==> config.mk <==
export PLATFORM = sky130hd
export DESIGN_NAME = fib_engine
export DESIGN_NICKNAME = d
export VERILOG_FILES = /design/src/rtl/fib_engine.sv
export SDC_FILE = /design/constraint.sdc
export NUM_CORES = 1
export LEC_CHECK = 0
export CAP_MARGIN = 5
export CORE_MARGIN = 2
export CORE_UTILIZATION = 55
export CTS_CLUSTER_DIAMETER = 50
export DETAILED_ROUTE_END_ITERATION = 7
export MAX_ROUTING_LAYER = met4
export PLACE_DENSITY = 0.77
export SETUP_SLACK_MARGIN = 0.05
export SYNTH_ARGS = -nofsm -noshare
export SYNTH_HDL_FRONTEND = slang
export SYNTH_SLANG_ARGS = --single-unit
==> constraint.sdc <==
create_clock -name clock -period 8.1 [get_ports clock]
set_clock_uncertainty 0.05 [all_clocks]
set_input_delay 1.215 -clock clock [delete_from_list [all_inputs] [get_ports clock]]
set_output_delay 1.215 -clock clock [all_outputs]
set_load 0.05 [all_outputs]
==> src/rtl/fib_engine.sv <==
// rtl/fib_engine.sv - iterative Fibonacci engine with wrap or saturate overflow handling
module fib_engine #(
  parameter int WIDTH = 32,
  parameter int NW    = 8,
  parameter int SAT   = 0
) (
  input  logic             clock,
  input  logic             reset_n,
  input  logic             start,
  input  logic             clear,
  input  logic [NW-1:0]    n,
  output logic             busy,
  output logic             done,
  output logic [WIDTH-1:0] result,
  output logic             overflow
);

  typedef enum logic [1:0] {
    IDLE = 2'd0,
    CALC = 2'd1,
    DONE = 2'd2
  } state_t;

  state_t           state;
  logic [NW-1:0]    cnt;
  logic [WIDTH-1:0] a;
  logic [WIDTH-1:0] b;
  logic             ovf_a;
  logic             ovf_b;

  logic [WIDTH:0]   sum;
  logic             carry;
  logic             ovf_next;
  logic [WIDTH-1:0] b_next;

  // Next term of the sequence; the sticky overflow tracks whether b has ever
  // exceeded WIDTH bits, and in saturating mode b pins to all-ones once it has.
  always_comb begin
    sum      = {1'b0, a} + {1'b0, b};
    carry    = sum[WIDTH];
    ovf_next = ovf_a | ovf_b | carry;
    b_next   = sum[WIDTH-1:0];
    if (SAT != 0 && ovf_next) begin
      b_next = '1;
    end
  end

  assign busy = (state != IDLE);

  // Control FSM and datapath: a holds F(k), b holds F(k+1); result takes a
  // (and ovf_a) when the countdown reaches zero, so F(n+1) overflow is ignored.
  always_ff @(posedge clock or negedge reset_n) begin
    if (!reset_n) begin
      state    <= IDLE;
      cnt      <= '0;
      a        <= '0;
      b        <= '0;
      ovf_a    <= 1'b0;
      ovf_b    <= 1'b0;
      done     <= 1'b0;
      result   <= '0;
      overflow <= 1'b0;
    end else begin
      done <= 1'b0;
      case (state)
        IDLE: begin
          if (start && !clear) begin
            cnt   <= n;
            a     <= '0;
            b     <= {{(WIDTH-1){1'b0}}, 1'b1};
            ovf_a <= 1'b0;
            ovf_b <= 1'b0;
            state <= CALC;
          end
        end
        CALC: begin
          if (clear) begin
            state <= IDLE;
          end else if (cnt == '0) begin
            result   <= a;
            overflow <= ovf_a;
            done     <= 1'b1;
            state    <= DONE;
          end else begin
            a     <= b;
            ovf_a <= ovf_b;
            b     <= b_next;
            ovf_b <= ovf_next;
            cnt   <= cnt - 1'b1;
          end
        end
        DONE: begin
          state <= IDLE;
        end
        default: begin
          state <= IDLE;
        end
      endcase
    end
  end

endmodule

Yosys cells after proc, flatten, opt, wreduce, memory -nomap -nowiden
Cells that the tools add are included.
Widths: inputs -> output; s select.
{ "totals": {"regBits": 110, "inputBits": 12, "out_inout_bits": 35, "elab_cells": 54} }
{ "op_classes": {"addsub": 2, "eq_ne": 5, "n_mux": 26, "n_bitwise": 3, "reduce_logical": 9} }
{ "ops": {"columns": ["operator", "count"], "rows": [
  ["$mux 32", 6],
  ["$pmux 32 s2", 2],
  ["$add 32x32->33", 1],
  ["$mux 8", 3],
  ["$pmux 8 s2", 1],
  ["$logic_not 8->1", 1],
  ["$mux 1", 8],
  ["$sub 8x1->8 const B", 1],
  ["$mux 2", 3],
  ["$ne 2x2->1 const B", 3],
  ["$pmux 1 s2", 2],
  ["$pmux 2 s2", 1],
  ["$reduce_and 4->1", 1],
  ["$reduce_bool 2->1", 2],
  ["$ne 3x3->1 const B", 1],
  ["$reduce_and 3->1", 1],
  ["$eq 2x1->1 const B", 1],
  ["$logic_not 2->1", 1],
  ["$or 1x1->1", 2],
  ["$reduce_and 2->1", 1],
  ["$logic_and 1x1->1", 1],
  ["$logic_not 1->1", 1],
  ["$not 1->1", 1]
]} }

Longest topological paths before layout
Gate-level depths: netlist of run 1.
{ "logic_depth": {"ltp_word": 5, "depth_mapped": 11, "mapped_depth_nobuf": 11} }

Least setup slack after synthesis of run 1
OpenSTA, ideal clock, no wires.
{ "synth_path": {"kind": "reg-to-reg", "startpoint": "register a[13]", "endpoint": "register b[28]", "t_arrival_ps": 2443, "required_ps": 7921, "path_slack_ps": 5478, "stages_incl_launch_ff": 11, "n_path_buf": 1, "period_less_slack_ps": 2622, "cell_sequence": "dfrtp_1 ha_1 buf_6 a21o_1 a221o_1 a31o_1 a2111oi_4 o21ai_2 a311oi_2 xor2_1 o21ai_1"} }
{ "synth_between": {"elab_chain_len": 4} }
{ "synth_lines": {"columns": ["element", "line_no", "source"], "rows": [
  ["start: declaration", "26", "logic [WIDTH-1:0] a;"],
  ["start signal: assignment", "56", "a <= '0;"],
  ["start signal: assignment", "69", "a <= '0;"],
  ["start signal: assignment", "85", "a <= b;"],
  ["$add 32x32->33", "39", "sum = {1'b0, a} + {1'b0, b};"],
  ["$mux 32", "79", "end else if (cnt == '0) begin"],
  ["$mux 32", "77", "if (clear) begin"],
  ["$pmux 32 s2", "65", "case (state)"],
  ["end signal: assignment", "70", "b <= {{(WIDTH-1){1'b0}}, 1'b1};"],
  ["end signal: assignment", "87", "b <= b_next;"],
  ["end: declaration", "27", "logic [WIDTH-1:0] b;"]
]} }
Every way passes these cells. The select of a mux whose other input is x is not followed.
A chain may end at the register's enable or synchronous reset.

Worst setup path in the final report of run 1
{ "layout_path": {"startpoint": "input port clear", "endpoint": "register b[27]"} }
{ "layout_between": {"elab_chain_len": 4, "word_cells_on_any_way": 5} }
{ "layout_lines": {"columns": ["element", "line_no", "source"], "rows": [
  ["start: declaration", "10", "input logic clear,"],
  ["$logic_not 1->1", "67", "if (start && !clear) begin"],
  ["$logic_and 1x1->1", "67", null],
  ["$ne 2x2->1 (no line)", null, null],
  ["$reduce_and 4->1 (no line) (*)", null, null]
]} }
Mark *: on every way between the ends. The rest lies on a longest branch, timed or not.

==> impl_metrics.env, run 1 <==
export IMPL_io_pin_count=47
export IMPL_syn_nets=686
export IMPL_firstDrtPassIters=5
export IMPL_worstPathCellList="clkdlybuf4s50_1 -> nor2_1 -> o21ai_0 -> a21o_2 -> buf_4 -> inv_2 -> nand2_1 -> nor3_1 -> mux2i_1 -> nand2_1"
export IMPL_p_per_area_mw_per_mm2=154
export IMPL_crit_path_start_kind="input pin"
export IMPL_cp_max_fo=84
export IMPL_cp_arrival_ns=4.34
export IMPL_outcome="finished clean"
export IMPL_endpoint_kind="flop"
export IMPL_drt_vias_per_instance=5.88
export IMPL_drv_cap=0
export IMPL_vias=4767
export IMPL_htreeDepth=3
export IMPL_tightest_slew_ns=0.819
export IMPL_grt_pass1_vias=4482
export IMPL_fillers=925
export IMPL_crit_top_cell="nand2_1"
export IMPL_worst_setup_path_type="input pin to flop"
export IMPL_setup_tns_final_ns=0
export IMPL_synthesis_area_mm2=0.00601
export IMPL_slew_viol_final=0
export IMPL_period_share_pct=50.1
export IMPL_slew_headroom_pct=45.4
export IMPL_yosysUniqueCellTypes=52
export IMPL_ys_ff_latch=110
export IMPL_grt_use_total_pct=24.1
export IMPL_leakagePower_nw=3.32
export IMPL_cts_buffers=9
export IMPL_ys_seq_area_share_pct=45.8
export IMPL_die_area_mm2=0.0118
export IMPL_rsz0062_at_grt="false"
export IMPL_clkTransAtPathRegs_ns=0.10
export IMPL_avgSynthCellArea_um2=9.39
export IMPL_die_w_um=109
export IMPL_fmax_ghz=0.246
export IMPL_antenna_cells=0
export IMPL_hold_ws_ns=0.456
export IMPL_post_cts_setup_buffers=0
export IMPL_hold_violations=0
export IMPL_grt_max_degree=85
export IMPL_port_buffers=46
export IMPL_crit_buf_inv=3
export IMPL_cts_path_max_buffers=2
export IMPL_preCtsSetupSlack_ns=3.66
export IMPL_final_setup_worst_slack_ns=4.04
export IMPL_slowest_stage="inv_2"
export IMPL_grt_pass1_wl_mm=21.7
export IMPL_cts_resized=0
export IMPL_fp_dieH_um=109
export IMPL_vdd_ir_drop_max_mv=0.106
export IMPL_initial_utilization_pct=55.9
export IMPL_hpwlAfterDp_mm=8.40
export IMPL_yosys_warnings=0
export IMPL_drive_gt1_share_pct=9.84
export IMPL_cp_required_ns=8.38
export IMPL_syn_inst=640
export IMPL_synth_top_cell_area_share_pct=45.8
export IMPL_fin_nets=712
export IMPL_clock_latency_ns=0.39
export IMPL_final_min_clock_period_ns=4.06
export IMPL_num_rows=38
export IMPL_antenna_found_initial=0
export IMPL_coreArea_mm2=0.0107
export IMPL_routed_wl_mm=12.7
export IMPL_rr_startpoint="cnt[0]$_DFFE_PN0P_"
export IMPL_dpl_cell_area_mm2=0.00654
export IMPL_syn_to_final_growth_pct=12.9
export IMPL_cts_tree="yes"
export IMPL_critPathTopFamily="buffers and inverters"
export IMPL_hp_start="ovf_b$_DFFE_PN0P_"
export IMPL_setup_violations=0
export IMPL_synth_top_area_cell="dfrtp_1"
export IMPL_synthArstFlopShare_pct=100
export IMPL_synth_edf_count=0
export IMPL_ant_nets=0
export IMPL_grt_ovfl_total=0
export IMPL_min_path_type="flop to flop"
export IMPL_finalPower_mw=1.04
export IMPL_ys_flop_type="dfrtp_1"
export IMPL_cts_root_buf="clkbuf_8"
export IMPL_final_area_mm2=0.00678
export IMPL_cts_sinks=110
export IMPL_drtIter0Drc=276
export IMPL_drc_errors=0
export IMPL_critPathLaunch="clear"
export IMPL_wl_per_cell_um=15.7
export IMPL_cts_hold_buf=0
export IMPL_slowest_delay_ns=0.69
export IMPL_ys_top_cells_by_count="nand2_1 (119), dfrtp_1 (110), o21ai_0 (55)"
export IMPL_synth_area_leaders="dfrtp_1 (46%), nand2_1 (7.4%), ha_1 (6.9%), mux2_2 (6.0%), o21ai_0 (4.6%)"
export IMPL_finalWeightedCongestion=0.897
export IMPL_yosys_cell_count_top_type="nand2_1"
state kept, by name (all words and copies together), names as in the netlist:
register / cells
result: 32
ovf_a: 1
overflow: 1
done: 1
b: 32
state: 2
a: 32
cnt: 8
ovf_b: 1
layer usage:
metal | up-vias | wire [um] | track usage (%)
met5 | - | 0 | -
met2 | 103 | 5800 | 35.6
li1 | 2307 | - | -
met4 | 0 | 303 | 9.98
met3 | 20 | 411 | 3.56
met1 | 2337 | 6190 | 33.3
placed cells by master (no fill, tap or decap), types with 3 or more instances in the layout:
master and n:
clkdlybuf4s50_1 45, nor3_1 7, nand2b_1 4, nand2_1 119
nand4_1 9, nor2b_1 5, and2_1 3, inv_1 10
and3_1 3, nor2_1 23, o211ai_1 3, o41ai_1 3
bufinv_16 3, ha_1 33, buf_4 6, o21ai_0 55
xor2_1 14, or2_2 3, dfrtp_1 110, o21a_1 7
o31ai_1 7, mux2_2 32, o22ai_1 3, xnor2_1 13
nand3_1 42, clkbuf_8 10, o21bai_1 5, a21o_1 17
a21oi_1 39, a211oi_1 6
cell type report:
cell class              count  area [um2]  share of cell area [%]
clock buffers              10         138                    2.03
clock inverters             6         109                    1.60
inverters                  11        41.3                   0.609
multi-input cells         483        3070                    45.3
flip-flops and latches    110        2750                    40.6
well taps                 140         175                    2.58
repair buffers             51         495                    7.30
stage by stage:
step / instances / util (%)
5_1_grt: 811 / 63.1
3_3_place_gp: 795 / 60.8
4_1_cts: 811 / 63.1
6_report: 811 / 63.1
3_5_place_dp: 795 / 60.8
2_1_floorplan: 640 / -
worst min-delay path, cell delays in order (launching register included):
cell and delay, ns:
dfrtp_1 0.36, nand3_1 0.06, nand2_1 0.06
final timing paths:
kind                                     endpoint  slack, ns  cells past startpoint
min in group asynchronous   result[3]$_DFFE_PN0P_       0.76                      1
max in group asynchronous  result[22]$_DFFE_PN0P_       6.01                      2
setup reg to reg                b[27]$_DFFE_PN0P_       4.38                     11
hold / removal                  ovf_a$_DFFE_PN0P_       0.46                      2
hold reg to reg                 ovf_a$_DFFE_PN0P_       0.46                      2
setup / recovery                b[27]$_DFFE_PN0P_       4.04                     10
report_power, final:
part,total [mW],internal (mW),switching (mW),leakage [nW]
Clock,0.399,0.213,0.186,0.126
Combinational,0.0735,0.0211,0.0524,1.68
Sequential,0.572,0.560,0.0112,1.51
Total,1.04,0.795,0.249,3.32
cell families after synthesis:
| group | Yosys count | share of synthesized area [%] |
|---|---|---|
| and+or+nand+nor | 228 | 17.0 |
| AOI/OAI and AO/OA | 161 | 16.8 |
| DFF | 110 | 45.8 |
| buffers and inverters | 47 | 3.08 |
| adders and majority gates | 34 | 7.21 |
| muxes | 33 | 6.17 |
| xor gates and xnor gates | 27 | 3.94 |
Power figures use the tool's default switching activity.
==> inputs of run 2 (changes only) <==
==> constraint.sdc (replaced) <==
create_clock -name clock -period 3.8 [get_ports clock]
set_clock_uncertainty 0.05 [all_clocks]
set_input_delay 0.57 -clock clock [delete_from_list [all_inputs] [get_ports clock]]
set_output_delay 0.57 -clock clock [all_outputs]
set_load 0.05 [all_outputs]
==> run 2 against run 1 <==
  * Hold slack worse by 0.27 ns
  * Clock power grew 91%
  * Wire length grew 2.3%
  * Global-route usage rose by 0.45 points
  * Die area unchanged
  * Flip-flop and latch count did not move
  * Sequential share of layout area barely moved
  * Total power increased by 110%
  * Non-clock buffer count rose by 1
  * Critical path depth increased by 1
  * Cell count grew 0.12%
==> impl_metrics.env, run 2 (synthesis results as in run 1) <==
export IMPL_drc_errors=0
export IMPL_final_setup_worst_slack_ns=0.849
export IMPL_cts_hold_buf=0
export IMPL_period_share_pct=77.6
export IMPL_met2_usage_pct=36.9
export IMPL_grt_pass1_wl_mm=22.3
export IMPL_preCtsSetupSlack_ns=0.899
export IMPL_ff2ff_setup_slack_ns=0.85
export IMPL_layout_common_cells="nand2_1 (119), dfrtp_1 (110), o21ai_0 (55)"
export IMPL_wl_per_cell_um=16.0
export IMPL_crit_top_cell="o21ai_0"
export IMPL_die_area_mm2=0.0118
export IMPL_ant_nets=0
export IMPL_p_per_area_mw_per_mm2=316
export IMPL_grt_met3_usage_pct=4.46
export IMPL_cp_arrival_ns=3.15
export IMPL_ff_latch_area_mm2=0.00275
export IMPL_fin_nets=713
export IMPL_tightest_slew_ns=0.983
export IMPL_drv_cap=0
export IMPL_top_usage_layer="met2"
export IMPL_clkTransAtPathRegs_ns=0.10
export IMPL_vias=4795
export IMPL_cts_root_buf="clkbuf_8"
export IMPL_finalWeightedCongestion=0.953
export IMPL_cts_sinks=110
export IMPL_slowest_stage="o21ai_0"
export IMPL_antenna_found_initial=0
export IMPL_num_rows=38
export IMPL_clock_latency_ns=0.38
export IMPL_die_w_um=109
export IMPL_dpl_cell_area_mm2=0.00656
export IMPL_worst_setup_path_type="flop to flop"
export IMPL_cts_path_max_buffers=2
export IMPL_port_buffers=46
export IMPL_io_pin_count=47
export IMPL_drive_gt1_share_pct=9.82
export IMPL_grtUsageMet1_pct=33.8
export IMPL_cts_buffers=9
export IMPL_hpwlAfterDp_mm=8.70
export IMPL_final_common_cell="nand2_1"
export IMPL_initial_utilization_pct=55.9
export IMPL_setup_violations=0
export IMPL_vdd_ir_drop_max_mv=0.175
export IMPL_fillers=898
export IMPL_min_path_type="input pin to async pin"
export IMPL_antenna_cells=0
export IMPL_hold_violations=0
export IMPL_grt_max_degree=57
export IMPL_slew_headroom_pct=34.5
export IMPL_final_min_clock_period_ns=2.95
export IMPL_final_area_mm2=0.00678
export IMPL_cts_tree="yes"
export IMPL_leakagePower_nw=3.31
export IMPL_cp_max_fo=4
export IMPL_fmax_ghz=0.339
export IMPL_fp_dieH_um=109
export IMPL_htreeDepth=3
export IMPL_grt_use_total_pct=24.5
export IMPL_syn_to_final_growth_pct=12.8
export IMPL_slew_viol_final=0
export IMPL_routed_wl_mm=13.0
export IMPL_grt_pass1_vias=4632
export IMPL_drt_vias_per_instance=5.91
export IMPL_multi_input_area_mm2=0.00307
export IMPL_post_cts_setup_buffers=0
export IMPL_rsz0062_at_grt="false"
export IMPL_endpoint_kind="flop"
export IMPL_crit_path_start_kind="flop"
export IMPL_firstDrtPassIters=5
export IMPL_outcome="finished clean"
export IMPL_setup_tns_final_ns=0
export IMPL_slowest_delay_ns=0.44
export IMPL_drtIter0Drc=344
export IMPL_cp_required_ns=4.00
export IMPL_coreArea_mm2=0.0107
export IMPL_reg_top3="a x32, b x32, result x32"
export IMPL_worstPathCellList="ha_1 -> inv_1 -> fa_1 -> nor2b_1 -> nor3_1 -> o21ai_0 -> a221o_1 -> a21oi_1 -> o31ai_1 -> xnor2_1 -> o21ai_0"
export IMPL_grt_ovfl_total=0
export IMPL_cts_resized=0
run 2: per-stage QoR:
stage	hold WS (ns)	utilization [%]	cells	power [mW]
floorplan	0.224	-	640	1.33
global placement	0.425	61.0	796	1.39
detailed placement	0.435	61.0	796	1.40
CTS	0.209	63.1	812	2.16
global route	0.237	63.1	812	2.24
finish	0.181	63.1	812	2.14
run 2: final timing paths:
kind | startpoint | endpoint | cells past startpoint
worst max register to register | b[0]$_DFFE_PN0P_ | b[26]$_DFFE_PN0P_ | 11
min in group clock | a[24]$_DFFE_PN0P_ | a[24]$_DFFE_PN0P_ | 2
max in group asynchronous | reset_n | result[21]$_DFFE_PN0P_ | 2
worst min-delay path | reset_n | cnt[3]$_DFFE_PN0P_ | 1
worst max-delay path | b[0]$_DFFE_PN0P_ | b[26]$_DFFE_PN0P_ | 11
worst min register to register | a[24]$_DFFE_PN0P_ | a[24]$_DFFE_PN0P_ | 2
run 2: area by class of cell:
cell class,count,area share (%)
Multi-Input combinational cell,483,45.3
Inverter,11,0.609
Sequential cell,110,40.6
Timing Repair Buffer,52,7.61
Tap cell,140,2.58
Clock buffer,14,2.70
Clock inverter,2,0.554
run 2: metal layers:
layer | routed length, um | share of wire, %
met1 | 6110 | 47
met5 | 0 | 0
met4 | 305 | 2.3
met2 | 5810 | 45
met3 | 777 | 6.0
run 2: report_power, final:
part / switching [mW] / internal, mW
clock network: 0.385 / 0.378
logic: 0.113 / 0.0472
registers: 0.0234 / 1.19
total: 0.522 / 1.62
run 2: worst max-delay path, delay by kind of cell, from the launching register on:
family / cells / cell delay, ns
fa+ha+maj: 2 / 0.55
compound gates: 5 / 1.35
xor+xnor: 1 / 0.16
flops: 1 / 0.39
buf+inv: 1 / 0.05
simple gates: 2 / 0.28
==> inputs of run 3 (changes only) <==
==> constraint.sdc (replaced) <==
create_clock -name clock -period 2.9 [get_ports clock]
set_clock_uncertainty 0.05 [all_clocks]
set_input_delay 0.435 -clock clock [delete_from_list [all_inputs] [get_ports clock]]
set_output_delay 0.435 -clock clock [all_outputs]
set_load 0.05 [all_outputs]
==> run 3 against run 2 <==
  * Worst setup slack got worse by 0.61 ns
  * Sequential power is 31% higher
  * Largest power group unchanged
  * Critical path type unchanged
  * Hold slack gained 0.27 ns
  * Critical endpoint is now b[28]$_DFFE_PN0P_
==> impl_metrics.env, run 3 (synthesis results as in run 1) <==
export IMPL_io_pin_count=47
export IMPL_coreArea_mm2=0.0107
export IMPL_cp_required_ns=3.12
export IMPL_grt_use_total_pct=24.6
export IMPL_fmax_ghz=0.376
export IMPL_ff_latch_area_mm2=0.00275
export IMPL_slowest_stage="dfrtp_1"
export IMPL_met2_usage_pct=37.9
export IMPL_port_buffers=46
export IMPL_power_switching_mw=0.733
export IMPL_hold_violations=0
export IMPL_reg_top3="a x32, b x32, result x32"
export IMPL_grt_ovfl_total=0
export IMPL_grt_pass1_wl_mm=22.3
export IMPL_drtIter0Drc=355
export IMPL_outcome="finished clean"
export IMPL_antenna_found_initial=0
export IMPL_sw_frac_of_total_pct=27.2
export IMPL_p_per_area_mw_per_mm2=393
export IMPL_crit_buf_inv=0
export IMPL_vias=4801
export IMPL_leakagePower_nw=3.34
export IMPL_fin_nets=724
export IMPL_antenna_cells=0
export IMPL_cts_sinks=110
export IMPL_final_min_clock_period_ns=2.66
export IMPL_fp_dieH_um=109
export IMPL_vdd_ir_drop_max_mv=0.215
export IMPL_final_area_mm2=0.00684
export IMPL_min_path_type="flop to flop"
export IMPL_p_int_mw=1.96
export IMPL_final_util_pct=63.7
export IMPL_final_common_cell="nand2_1"
export IMPL_clock_latency_ns=0.39
export IMPL_fillers=927
export IMPL_cts_path_max_buffers=2
export IMPL_slew_viol_final=0
export IMPL_pwr_share_seq_pct=59.4
export IMPL_setup_violations=0
export IMPL_period_share_pct=91.7
export IMPL_slew_headroom_pct=64.0
export IMPL_top_usage_layer="met2"
export IMPL_hold_ws_ns=0.455
export IMPL_cts_tree="yes"
export IMPL_preCtsSetupSlack_ns=0.169
export IMPL_die_area_mm2=0.0118
export IMPL_final_setup_worst_slack_ns=0.241
export IMPL_drv_cap=0
export IMPL_worstPathCellList="ha_1 -> a21o_1 -> a221o_1 -> a31o_1 -> a2111oi_4 -> o21ai_2 -> a311oi_2 -> xor2_1 -> o21ai_1"
export IMPL_slowest_delay_ns=0.42
export IMPL_cts_buffers=9
export IMPL_worst_setup_path_type="flop to flop"
export IMPL_clkTransAtPathRegs_ns=0.11
export IMPL_initial_utilization_pct=55.9
export IMPL_syn_to_final_growth_pct=13.9
export IMPL_endpoint_kind="flop"
export IMPL_setup_tns_final_ns=0
export IMPL_grt_met3_usage_pct=3.92
export IMPL_drc_errors=0
export IMPL_grt_pass1_vias=4622
export IMPL_clock_power_share_pct=32.6
export IMPL_crit_path_start_kind="flop"
export IMPL_rsz0062_at_grt="false"
export IMPL_layout_common_cells="nand2_1 (119), dfrtp_1 (110), o21ai_0 (55)"
export IMPL_multi_input_area_mm2=0.00309
export IMPL_firstDrtPassIters=7
export IMPL_comb_power_share_pct=8.0
export IMPL_wl_per_cell_um=16.1
export IMPL_cts_root_buf="clkbuf_8"
export IMPL_tightest_slew_ns=0.540
export IMPL_drive_gt1_share_pct=11.6
export IMPL_finalWeightedCongestion=0.974
export IMPL_drt_vias_per_instance=5.83
export IMPL_dpl_cell_area_mm2=0.00663
export IMPL_grtUsageMet1_pct=34.1
export IMPL_ant_nets=0
export IMPL_cp_max_fo=3
export IMPL_hpwlAfterDp_mm=9.09
export IMPL_num_rows=38
export IMPL_grt_max_degree=55
export IMPL_cp_arrival_ns=2.88
export IMPL_die_w_um=109
export IMPL_htreeDepth=3
export IMPL_critPathTopFamily="compound AO/OA/AOI/OAI gates"
export IMPL_routed_wl_mm=13.2
run 3: cell count changes in the layout (fill, tap and decap cells not counted), moves of 2 or more:
cell	previous run	this run
inv_8	0	2
clkinv_2	0	2
buf_4	6	16
clkinv_4	0	2
clkbuf_8	13	9
run 3: timing repair:
action / 4_1_cts / 5_1_grt
buffers inserted: 0 / 1
hold buffers: 1 / 0
endpoints found under the hold margin: 39 / 0
setup endpoints to repair: 0 / 4
resized for setup: 0 / 2
run 3: layout make-up:
type	instances	area share (%)
Sequential cell	110	40.2
Clock buffer	9	1.81
Timing Repair Buffer	63	8.78
Multi-Input combinational cell	483	45.2
Clock inverter	7	0.841
Inverter	11	0.604
Tap cell	140	2.56
run 3: routing by layer:
metal | vias up | routed length, um
met5 | - | 0
met4 | 0 | 205
met3 | 20 | 584
met2 | 125 | 6020
met1 | 2327 | 6410
li1 | 2329 | -
run 3: worst register-to-register path: cells and delay by family, from the launching register on:
family	cells	cell delay (ns)
AOI/OAI and AO/OA	7	1.57
DFF	1	0.42
adders and majority gates	1	0.32
xor gates and xnor gates	1	0.18
run 3: worst paths after layout:
| check | start | end | slack (ns) | depth (start not counted) |
|---|---|---|---|---|
| setup / recovery | a[13]$_DFFE_PN0P_ | b[28]$_DFFE_PN0P_ | 0.24 | 9 |
| hold / removal | a[24]$_DFFE_PN0P_ | a[24]$_DFFE_PN0P_ | 0.45 | 2 |
| setup reg to reg | a[13]$_DFFE_PN0P_ | b[28]$_DFFE_PN0P_ | 0.24 | 9 |
| hold reg to reg | a[24]$_DFFE_PN0P_ | a[24]$_DFFE_PN0P_ | 0.45 | 2 |
| max in group asynchronous | reset_n | a[21]$_DFFE_PN0P_ | 1.59 | 3 |
| min in group asynchronous | reset_n | result[4]$_DFFE_PN0P_ | 0.51 | 2 |
run 3: metrics by stage:
stage                     cells  total power [mW]
after floorplan             640              1.74
after global placement      805              1.83
after detailed placement    805              1.84
after CTS                   822              2.71
after global routing        823              2.81
final                       823              2.69
run 3: power groups by stage:
| stage | Combinational, mW | Sequential (mW) | Clock, mW |
|---|---|---|---|
| floorplan | 0.122 | 1.62 | 0 |
| global placement | 0.209 | 1.62 | 0 |
| detailed placement | 0.217 | 1.63 | 0 |
| CTS | 0.218 | 1.60 | 0.899 |
| global route | 0.243 | 1.60 | 0.965 |
| finish | 0.215 | 1.60 | 0.878 |
